### config.mk
export PLATFORM = sky130hd
export DESIGN_NAME = load_store_unit
export DESIGN_NICKNAME = d
export VERILOG_FILES = /design/src/rtl/lsu_pkg.sv /design/src/rtl/lsu_align.sv /design/src/rtl/load_store_unit.sv
export SDC_FILE = /design/constraint.sdc
export NUM_CORES = 1
export LEC_CHECK = 0
export BUFFER_PORTS_ARGS = -buffer_cell sky130_fd_sc_hd__buf_2
export CAP_MARGIN = 40
export CORE_MARGIN = 2
export CORE_UTILIZATION = 35
export DETAILED_ROUTE_END_ITERATION = 6
export PLACE_DENSITY = 0.65
export SLEW_MARGIN = 20
export SYNTH_ARGS = -nofsm -noshare
export SYNTH_HDL_FRONTEND = slang
export SYNTH_SLANG_ARGS = --single-unit
### constraint.sdc
create_clock -name clk -period 3.6 [get_ports clk]
set_clock_uncertainty 0.1 [all_clocks]
set_input_delay 0.18 -clock clk [delete_from_list [all_inputs] [get_ports clk]]
set_output_delay 0.18 -clock clk [all_outputs]
set_load 0.05 [all_outputs]
### src/rtl/lsu_pkg.sv
// Shared types and helpers for the load/store unit: FSM states, funct3 codes,
// the captured request record and the access-size decode.
package lsu_pkg;

    localparam int NUM_LANES = 4;

    typedef enum logic [1:0] {IDLE, REQ, WAIT, DONE} lsu_state_e;
    typedef enum logic [1:0] {SZ_B, SZ_H, SZ_W} lsu_size_e;

    localparam logic [2:0] F3_B  = 3'b000;
    localparam logic [2:0] F3_H  = 3'b001;
    localparam logic [2:0] F3_W  = 3'b010;
    localparam logic [2:0] F3_BU = 3'b100;
    localparam logic [2:0] F3_HU = 3'b101;

    typedef struct packed {
        logic                       we;
        logic [2:0]                 funct3;
        logic [NUM_LANES-1:0]       wstrb;
        logic [NUM_LANES*8-1:0]     wdata;
    } lsu_req_t;

    // Unlisted encodings fall back to a full word.
    function automatic lsu_size_e lsu_size(input logic [2:0] f3);
        case (f3)
            F3_B, F3_BU: lsu_size = SZ_B;
            F3_H, F3_HU: lsu_size = SZ_H;
            default:     lsu_size = SZ_W;
        endcase
    endfunction

    function automatic logic lsu_signed(input logic [2:0] f3);
        return (f3 == F3_B) || (f3 == F3_H);
    endfunction

endpackage

### src/rtl/lsu_align.sv
// Combinational lane formatting: store replication/byte enables and
// load byte/half extraction with sign or zero extension.
module lsu_align
    import lsu_pkg::*;
(
    input  logic [2:0]               st_funct3,
    input  logic [1:0]               st_off,
    input  logic [31:0]              st_data,
    output logic [31:0]              st_wdata,
    output logic [NUM_LANES-1:0]     st_wstrb,
    input  logic [2:0]               ld_funct3,
    input  logic [1:0]               ld_off,
    input  logic [31:0]              ld_word,
    output logic [31:0]              ld_data
);

    lsu_size_e   st_size;
    lsu_size_e   ld_size;
    logic [31:0] ld_shift;
    logic        ld_sx;

    assign st_size = lsu_size(st_funct3);
    assign ld_size = lsu_size(ld_funct3);
    assign ld_sx   = lsu_signed(ld_funct3);

    for (genvar i = 0; i < NUM_LANES; i++) begin : g_lane
        assign st_wdata[8*i +: 8] = (st_size == SZ_B) ? st_data[7:0] :
                                    (st_size == SZ_H) ? st_data[8*(i%2) +: 8] :
                                                        st_data[8*i +: 8];
        assign st_wstrb[i] = (st_size == SZ_B) ? (st_off == 2'(i)) :
                             (st_size == SZ_H) ? (st_off[1] == 1'(i/2)) :
                                                 1'b1;
    end

    assign ld_shift = ld_word >> {ld_off, 3'b000};

    always_comb begin
        ld_data = ld_word;
        case (ld_size)
            SZ_B:    ld_data = {{24{ld_sx & ld_shift[7]}}, ld_shift[7:0]};
            SZ_H:    ld_data = {{16{ld_sx & ld_shift[15]}}, ld_shift[15:0]};
            default: ld_data = ld_word;
        endcase
    end

endmodule

### src/rtl/load_store_unit.sv
// Load/store unit between the single-cycle datapath and a multi-cycle memory bus.
// Define LSU_TIMEOUT_EN to bound the response wait by TIMEOUT_CYCLES.
module load_store_unit
    import lsu_pkg::*;
#(
    parameter int ADDR_W         = 32,
    parameter int TIMEOUT_CYCLES = 64
) (
    input  logic              clk,
    input  logic              reset_n,
    input  logic              mem_read,
    input  logic              mem_write,
    input  logic [2:0]        funct3,
    input  logic [ADDR_W-1:0] addr,
    input  logic [31:0]       store_data,
    output logic [31:0]       load_data,
    output logic              stall,
    output logic              misaligned,
    output logic              bus_error,
    output logic              bus_req_valid,
    input  logic              bus_req_ready,
    output logic [ADDR_W-1:0] bus_addr,
    output logic              bus_we,
    output logic [3:0]        bus_wstrb,
    output logic [31:0]       bus_wdata,
    input  logic              bus_rsp_valid,
    input  logic [31:0]       bus_rdata
);

    lsu_state_e        state_q, state_d;
    lsu_req_t          req_q;
    logic [ADDR_W-1:0] addr_q;
    logic [31:0]       load_q;
    logic              access, misal_raw, capture, timeout;
    lsu_size_e         size_in;
    logic [31:0]       st_wdata, ld_fmt;
    logic [3:0]        st_wstrb;

    assign access  = mem_read | mem_write;
    assign size_in = lsu_size(funct3);
    assign misal_raw = ((size_in == SZ_H) & addr[0]) |
                       ((size_in == SZ_W) & (addr[1:0] != 2'b00));

    lsu_align u_align (
        .st_funct3 (funct3),
        .st_off    (addr[1:0]),
        .st_data   (store_data),
        .st_wdata  (st_wdata),
        .st_wstrb  (st_wstrb),
        .ld_funct3 (req_q.funct3),
        .ld_off    (addr_q[1:0]),
        .ld_word   (bus_rdata),
        .ld_data   (ld_fmt)
    );

`ifdef LSU_TIMEOUT_EN
    localparam int CNT_W = $clog2(TIMEOUT_CYCLES + 1);
    logic [CNT_W-1:0] wait_cnt_q;
    logic             err_q;

    // Counter is zero on the first WAIT cycle because it is held clear in REQ.
    always_ff @(posedge clk or negedge reset_n) begin
        if (!reset_n) begin
            wait_cnt_q <= '0;
            err_q      <= 1'b0;
        end else begin
            if (state_q == WAIT) wait_cnt_q <= wait_cnt_q + CNT_W'(1);
            else                 wait_cnt_q <= '0;
            err_q <= timeout;
        end
    end

    assign timeout   = (state_q == WAIT) && !bus_rsp_valid &&
                       (wait_cnt_q == CNT_W'(TIMEOUT_CYCLES - 1));
    assign bus_error = err_q;
`else
    assign timeout   = 1'b0;
    assign bus_error = 1'b0;
`endif

    always_ff @(posedge clk or negedge reset_n) begin
        if (!reset_n) state_q <= IDLE;
        else          state_q <= state_d;
    end

    always_comb begin
        state_d       = state_q;
        stall         = 1'b0;
        misaligned    = 1'b0;
        bus_req_valid = 1'b0;
        capture       = 1'b0;
        case (state_q)
            IDLE: begin
                if (access) begin
                    if (misal_raw) begin
                        misaligned = 1'b1;
                    end else begin
                        stall   = 1'b1;
                        capture = 1'b1;
                        state_d = REQ;
                    end
                end
            end
            REQ: begin
                stall         = 1'b1;
                bus_req_valid = 1'b1;
                if (bus_req_ready) state_d = WAIT;
            end
            WAIT: begin
                stall = 1'b1;
                if (bus_rsp_valid || timeout) state_d = DONE;
            end
            DONE:    state_d = IDLE;
            default: state_d = IDLE;
        endcase
    end

    // Request fields are frozen at issue so the bus sees stable values in REQ.
    always_ff @(posedge clk or negedge reset_n) begin
        if (!reset_n) begin
            addr_q <= '0;
            req_q  <= '0;
            load_q <= '0;
        end else begin
            if (capture) begin
                addr_q       <= addr;
                req_q.we     <= mem_write;
                req_q.funct3 <= funct3;
                req_q.wstrb  <= mem_write ? st_wstrb : 4'b0000;
                req_q.wdata  <= mem_write ? st_wdata : 32'h0;
            end
            if (state_q == WAIT) begin
                if (bus_rsp_valid) begin
                    if (!req_q.we) load_q <= ld_fmt;
                end else if (timeout) begin
                    load_q <= '0;
                end
            end
        end
    end

    assign bus_addr  = {addr_q[ADDR_W-1:2], 2'b00};
    assign bus_we    = req_q.we;
    assign bus_wstrb = req_q.wstrb;
    assign bus_wdata = req_q.wdata;
    assign load_data = load_q;

endmodule
======== Yosys cells after proc, flatten, opt, wreduce, memory -nomap -nowiden ========
Index checks and enable logic that the tools add are counted.
word-level totals
  bits in registers ....................... 106
  latch bits .............................. 0
  memory bits (writable) .................. 0
  bits in read-only memories .............. 0
  input port bits ......................... 105
  output and inout port bits .............. 105
  logic and storage cells ................. 79
  memories ................................ 0
operators by class
  add/sub/neg operators ................... 0
  multiply operators ...................... 0
  divide/modulo/power cells ............... 0
  magnitude comparators ................... 0
  eq/ne operators ......................... 19
  shift-type cells ........................ 1
  muxes and demuxes ....................... 29
  bitwise operators ....................... 8
  reductions and logical operators ........ 15
operators with widths
  operator                                                          count
  32-bit case mux with 2 select lines                               1
  8-bit two-way mux                                                 5
  32-bit two-way mux                                                1
  32-bit by 5-bit right shift with 16-bit output                    1
  1-bit two-way mux                                                 13
  3-bit == test (second input constant)                             4
  2-bit == test (second input constant)                             5
  2-bit OR reduction                                                5
  2-bit by 1-bit == test with 1-bit output (second input constant)  4
  2-bit logical NOT                                                 4
  2-bit two-way mux                                                 4
  2-bit inequality test (second input constant)                     4
  2-bit case mux with 2 select lines                                2
  2-bit case mux with 4 select lines                                1
  3-bit by 1-bit == test with 1-bit output (second input constant)  2
  3-bit logical NOT                                                 2
  1-bit AND                                                         4
  4-bit two-way mux                                                 1
  4-bit AND reduction                                               1
  3-bit AND reduction                                               1
  1-bit NOT                                                         2
  1-bit OR                                                          2
  1-bit case mux with 2 select lines                                1
  2-bit nonzero test                                                1
  1-bit logical OR                                                  1

======== Longest topological paths before layout ========
  depth after elaboration ................. 9
  depth in mapped cells ................... 9
  depth with buffers taken out ............ 6

======== Hierarchy ========
Synthesis repeated with hierarchy kept, for this count alone.
second synthesis, totals
  cells, all modules ...................... 572
  area, all modules ....................... 6184.7 µm²
by module, submodules not included
  module           instances  cells each  area each (µm²)  seq. area each (µm²)
  load_store_unit  1          390         4963.5           2652.5
  lsu_align        1          182         1221.2           0.0

======== Worst setup path before layout ========
OpenSTA, ideal clock, no wires.
  path type ............................... register -> output
  from .................................... reg state_q[0]
  to ...................................... out stall
  data arrival time ....................... 2218 ps
  setup slack ............................. 1102 ps
  cell stages (with the launch flop) ...... 9
  path buffers ............................ 3
  path through ............................ dfrtp_1 inv_1 ha_1 o21ai_0 nand3b_1 buf_2 buf_2 buf_2 a21oi_1
on the way
  cells in the longest elaborated chain, start to end .. 3
  elaborated cells between the ends (all ways) .. 5
  classes of those cells .................. 2 x eq/ne; 1 x mux; 2 x reduce/logical
RTL lines
  item                                                                              RTL line               text
  start: declaration                                                                load_store_unit.sv:30  lsu_state_e state_q, state_d;
  start signal: assignment                                                          load_store_unit.sv:83  else state_q <= state_d;
  2-bit == test / 2-bit by 1-bit == test with 1-bit output (equally long branches)  load_store_unit.sv:92  case (state_q)
  2-bit OR reduction (no source line)                                               n/a
  1-bit case mux with 2 select lines *                                              load_store_unit.sv:92
  end: declaration                                                                  load_store_unit.sv:17  output logic stall,
Mark *: on every way between the ends. The rest lies on a longest branch, timed or not.

======== Final worst setup path ========
  from .................................... reg addr_q[1]
  to ...................................... reg load_q[20], in the netlist load_data[20]
on the way
  cells in the longest elaborated chain, start to end .. 3
  elaborated cells between the ends (all ways) .. 4
  classes of those cells .................. 1 x shift; 1 x mux; 2 x bitwise
RTL lines
  item                                              RTL line                          text
  start: declaration                                load_store_unit.sv:32             logic [ADDR_W-1:0] addr_q;
  start signal: assignment                          load_store_unit.sv:126            addr_q <= addr;
  32-bit by 5-bit right shift with 16-bit output *  lsu_align.sv:35                   assign ld_shift = ld_word >> {ld_off, 3'b000};
  1-bit AND (on tied branches)                      lsu_align.sv:41, lsu_align.sv:40
  32-bit case mux with 2 select lines *             lsu_align.sv:39                   case (ld_size)
  end signal: assignment                            load_store_unit.sv:134            if (!req_q.we) load_q <= ld_fmt;
  end: declaration                                  load_store_unit.sv:33             logic [31:0] load_q;
Marked as above.
A chain may end at the register's enable or synchronous reset.

==> metrics.cfg <==
[worst_hold_path]
hp-class=in2reg
min_path_cells=3
min-delay-start=store_data[1]
min_to=bus_wdata[1]$_DFFE_PN0P_

[routing]
via_per_inst=4.81
routed_wl_um=15000
ant_nets=0
vias=4479
drt_first_pass_iters=4
remaining_drc_errors=0
detail_route.wl_per_cell_um=16.1
drt_iter0_markers=279

[critical_path]
r2r-end=load_data[20]$_DFFE_PN0P_
r2r-start=addr_q[1]$_DFFE_PN0P_
path_cells=mux4_2 -> a32oi_2 -> o22ai_1
reg2regPathDepth=3
path_delay_family=compound AO/OA/AOI/OAI gates
worstSetupPathType=reg2reg
required_ns=3.68
critPathCaptureType=flip-flop
cp_slowest_cell=dfrtp_1
critPathMaxFanout=21
max_stage_delay_ns=0.75
rrSetupSlack_ns=0.98
crit_buf_inv=0
worstSetupStartpointType=flip-flop
cp.arrival_ns=2.70

[yosys]
yosysUniqueCellTypes=37
netlist.area_leader.share_pct=47.4
avgSynthCellArea_um2=10.0
syn_inst=558
synthTopCellsByArea=dfrtp_1 47%, buf_4 9.5%, mux2i_1 7.2%
synth_edf_count=0
syn_area_mm2=0.00560
seq_area_frac_synth_pct=47.4
synth.most_common_cell=dfrtp_1
synth_top_area_cell=dfrtp_1
yosysWarnings=0
netlist_top_cells_count=106 x dfrtp_1, 71 x buf_4, 71 x nand2_1
async_flop_share_pct=100
ys_seq_elements=106
ys.flop_type=dfrtp_1

[clocking]
cts_root_buf=clkbuf_16
path_clk_slew_ns=0.07
clock_path_buffers=2
cts_setup_buffers=0
cts_inserted_buffers=9
h-tree-depth=3
insertion_delay_ns=0.34
clock-sinks=106
post_cts_resized=0
cts_tree=done

[timing]
setup-violations-final=0
fin_crit_sh_pct=72.9
fmax_ghz=0.381
drv_slew=0
finalCriticalPeriod_ns=2.62
rsz0062_at_grt=false
hold_violations=0
timing.final.ws_setup_ns=0.977
tightest_slew_ns=0.899
relSlewSlack_pct=40.0
tns_ns=0

[power_and_ir_drop]
total_power_w=0.00736
p_per_area_mw_per_mm2=1060
p_leak_nw=3.43
ir_drop_uv=518

[floorplanning]
dieHeight_um=130
io_pins=210
placementRows=46
initial_core_util_pct=35.5
core_mm2=0.0158
dieArea_mm2=0.0170
die_x_um=130

[final_layout]
stdcell_area_mm2=0.00694
area_growth_syn_to_layout_pct=24.0
nets=819
drive_gt1_share_pct=37.6
fill_cells=1547
antenna_cells=0

[place]
dpl_cell_area_mm2=0.00630
post-place-ws_ns=1.05
gp_congestion=0.810
dp_hpwl_um=10500
port_buffers=206

[grt]
grt_max_degree=72
overflow=0
grtUsageTotal_pct=17.2
antenna_found_initial=0
grt_pass1_wl_um=22400
grt_pass1_vias=4180

[run_status]
status=finished clean

[flow_run]
cap_violations=0

cell type report:
class / instances / area [um2] / share of cell area [%]
Clock buffer: 15 / 288 / 4.15
Sequential cell: 106 / 2650 / 38.2
Inverter: 6 / 22.5 / 0.324
Tap cell: 216 / 270 / 3.89
Clock inverter: 1 / 30.0 / 0.433
Multi-Input combinational cell: 341 / 2220 / 32.0
Timing Repair Buffer: 246 / 1450 / 20.9
cells in the final DEF, fill, tap and decap left out, types with 2 or more instances in the layout:
cell / netlist / final
nor2_1: 38 / 38
a21oi_1: 29 / 29
a21o_1: 7 / 7
nand2_1: 71 / 71
conb_1: 1 / 3
clkbuf_16: 0 / 9
buf_4: 71 / 6
o22ai_1: 23 / 23
nor2b_1: 4 / 4
buf_2: 9 / 205
or2_2: 2 / 2
inv_1: 4 / 4
a2bb2oi_1: 7 / 7
ha_1: 4 / 4
clkinv_1: 2 / 2
clkbuf_8: 2 / 4
o221ai_1: 7 / 7
mux2_2: 35 / 35
dfrtp_1: 106 / 106
clkbuf_1: 23 / 2
mux2i_1: 40 / 40
o21ai_0: 39 / 39
o31ai_1: 17 / 17
dlygate4sd3_1: 0 / 32
nand2b_1: 3 / 3
cells by family (layout without fill, tap and decap cells):
logic type	after synthesis	count (layout)	synth area share, %
compound gates	135	135	15.1
fa+ha+maj	4	4	0.894
buf+inv	113	268	13.0
flops	106	106	47.4
mux	76	76	14.6
other cells	1	3	0.0670
simple gates	123	123	8.92
registers in the layout (all words and copies together), names as in the netlist:
signal     flops
addr_q        32
bus_wdata     32
load_data     32
bus_wstrb      4
req_q          3
state_q        2
bus_we         1
metrics by stage:
| stage | std cells | hold WS (ns) | utilization, % |
|---|---|---|---|
| 4_1_cts | 931 | 0.00858 | 44.0 |
| 5_1_grt | 931 | 0.0376 | 44.0 |
| 6_report | 931 | 0.0308 | 44.0 |
| 3_3_place_gp | 881 | 0.239 | 39.7 |
| 3_5_place_dp | 883 | -0.0530 | 40.0 |
| 2_1_floorplan | 560 | -0.216 | - |
how the worst max path moves through the flow:
stage / start / endpoint / slack (ns) / depth (start not counted)
floorplan: state_q[0]$_DFFE_PN0P_ / stall / 1.10 / 8
global placement: addr_q[0]$_DFFE_PN0P_ / load_data[18]$_DFFE_PN0P_ / 1.10 / 3
detailed placement: addr_q[1]$_DFFE_PN0P_ / load_data[20]$_DFFE_PN0P_ / 1.05 / 3
CTS: addr_q[1]$_DFFE_PN0P_ / load_data[20]$_DFFE_PN0P_ / 1.05 / 3
global route: addr_q[1]$_DFFE_PN0P_ / load_data[20]$_DFFE_PN0P_ / 0.84 / 3
finish: addr_q[1]$_DFFE_PN0P_ / load_data[20]$_DFFE_PN0P_ / 0.98 / 3
routing by layer:
layer / global-route usage [%] / vias to the layer above / part of all wire [%]
met2: 27.2 / 173 / 47
met1: 23.3 / 2113 / 45
met5: 0 / - / 0
met4: 7.38 / 0 / 2.2
li1: - / 2171 / -
met3: 2.81 / 22 / 5.8
report_power, final:
group | internal [W] | leakage (nW) | switching [W] | total, W
clock network | 0.000617 | 0.156 | 0.000425 | 0.00104
registers | 0.00176 | 1.29 | 0.000348 | 0.00211
logic | 0.00113 | 1.98 | 0.00308 | 0.00421
total | 0.00351 | 3.43 | 0.00385 | 0.00736
worst min-delay path: cells and delay by family:
| family | cells | cell delay [ns] |
|---|---|---|
| buf+inv | 1 | 0.13 |
| simple gates | 1 | 0.06 |
| compound gates | 1 | 0.06 |
timing repair:
item / CTS / global route
hold buffers: 32 / 0
setup endpoints to repair: 0 / 0
endpoints found under the hold margin: 114 / 0
No activity file was read; power rests on OpenSTA's default activity.
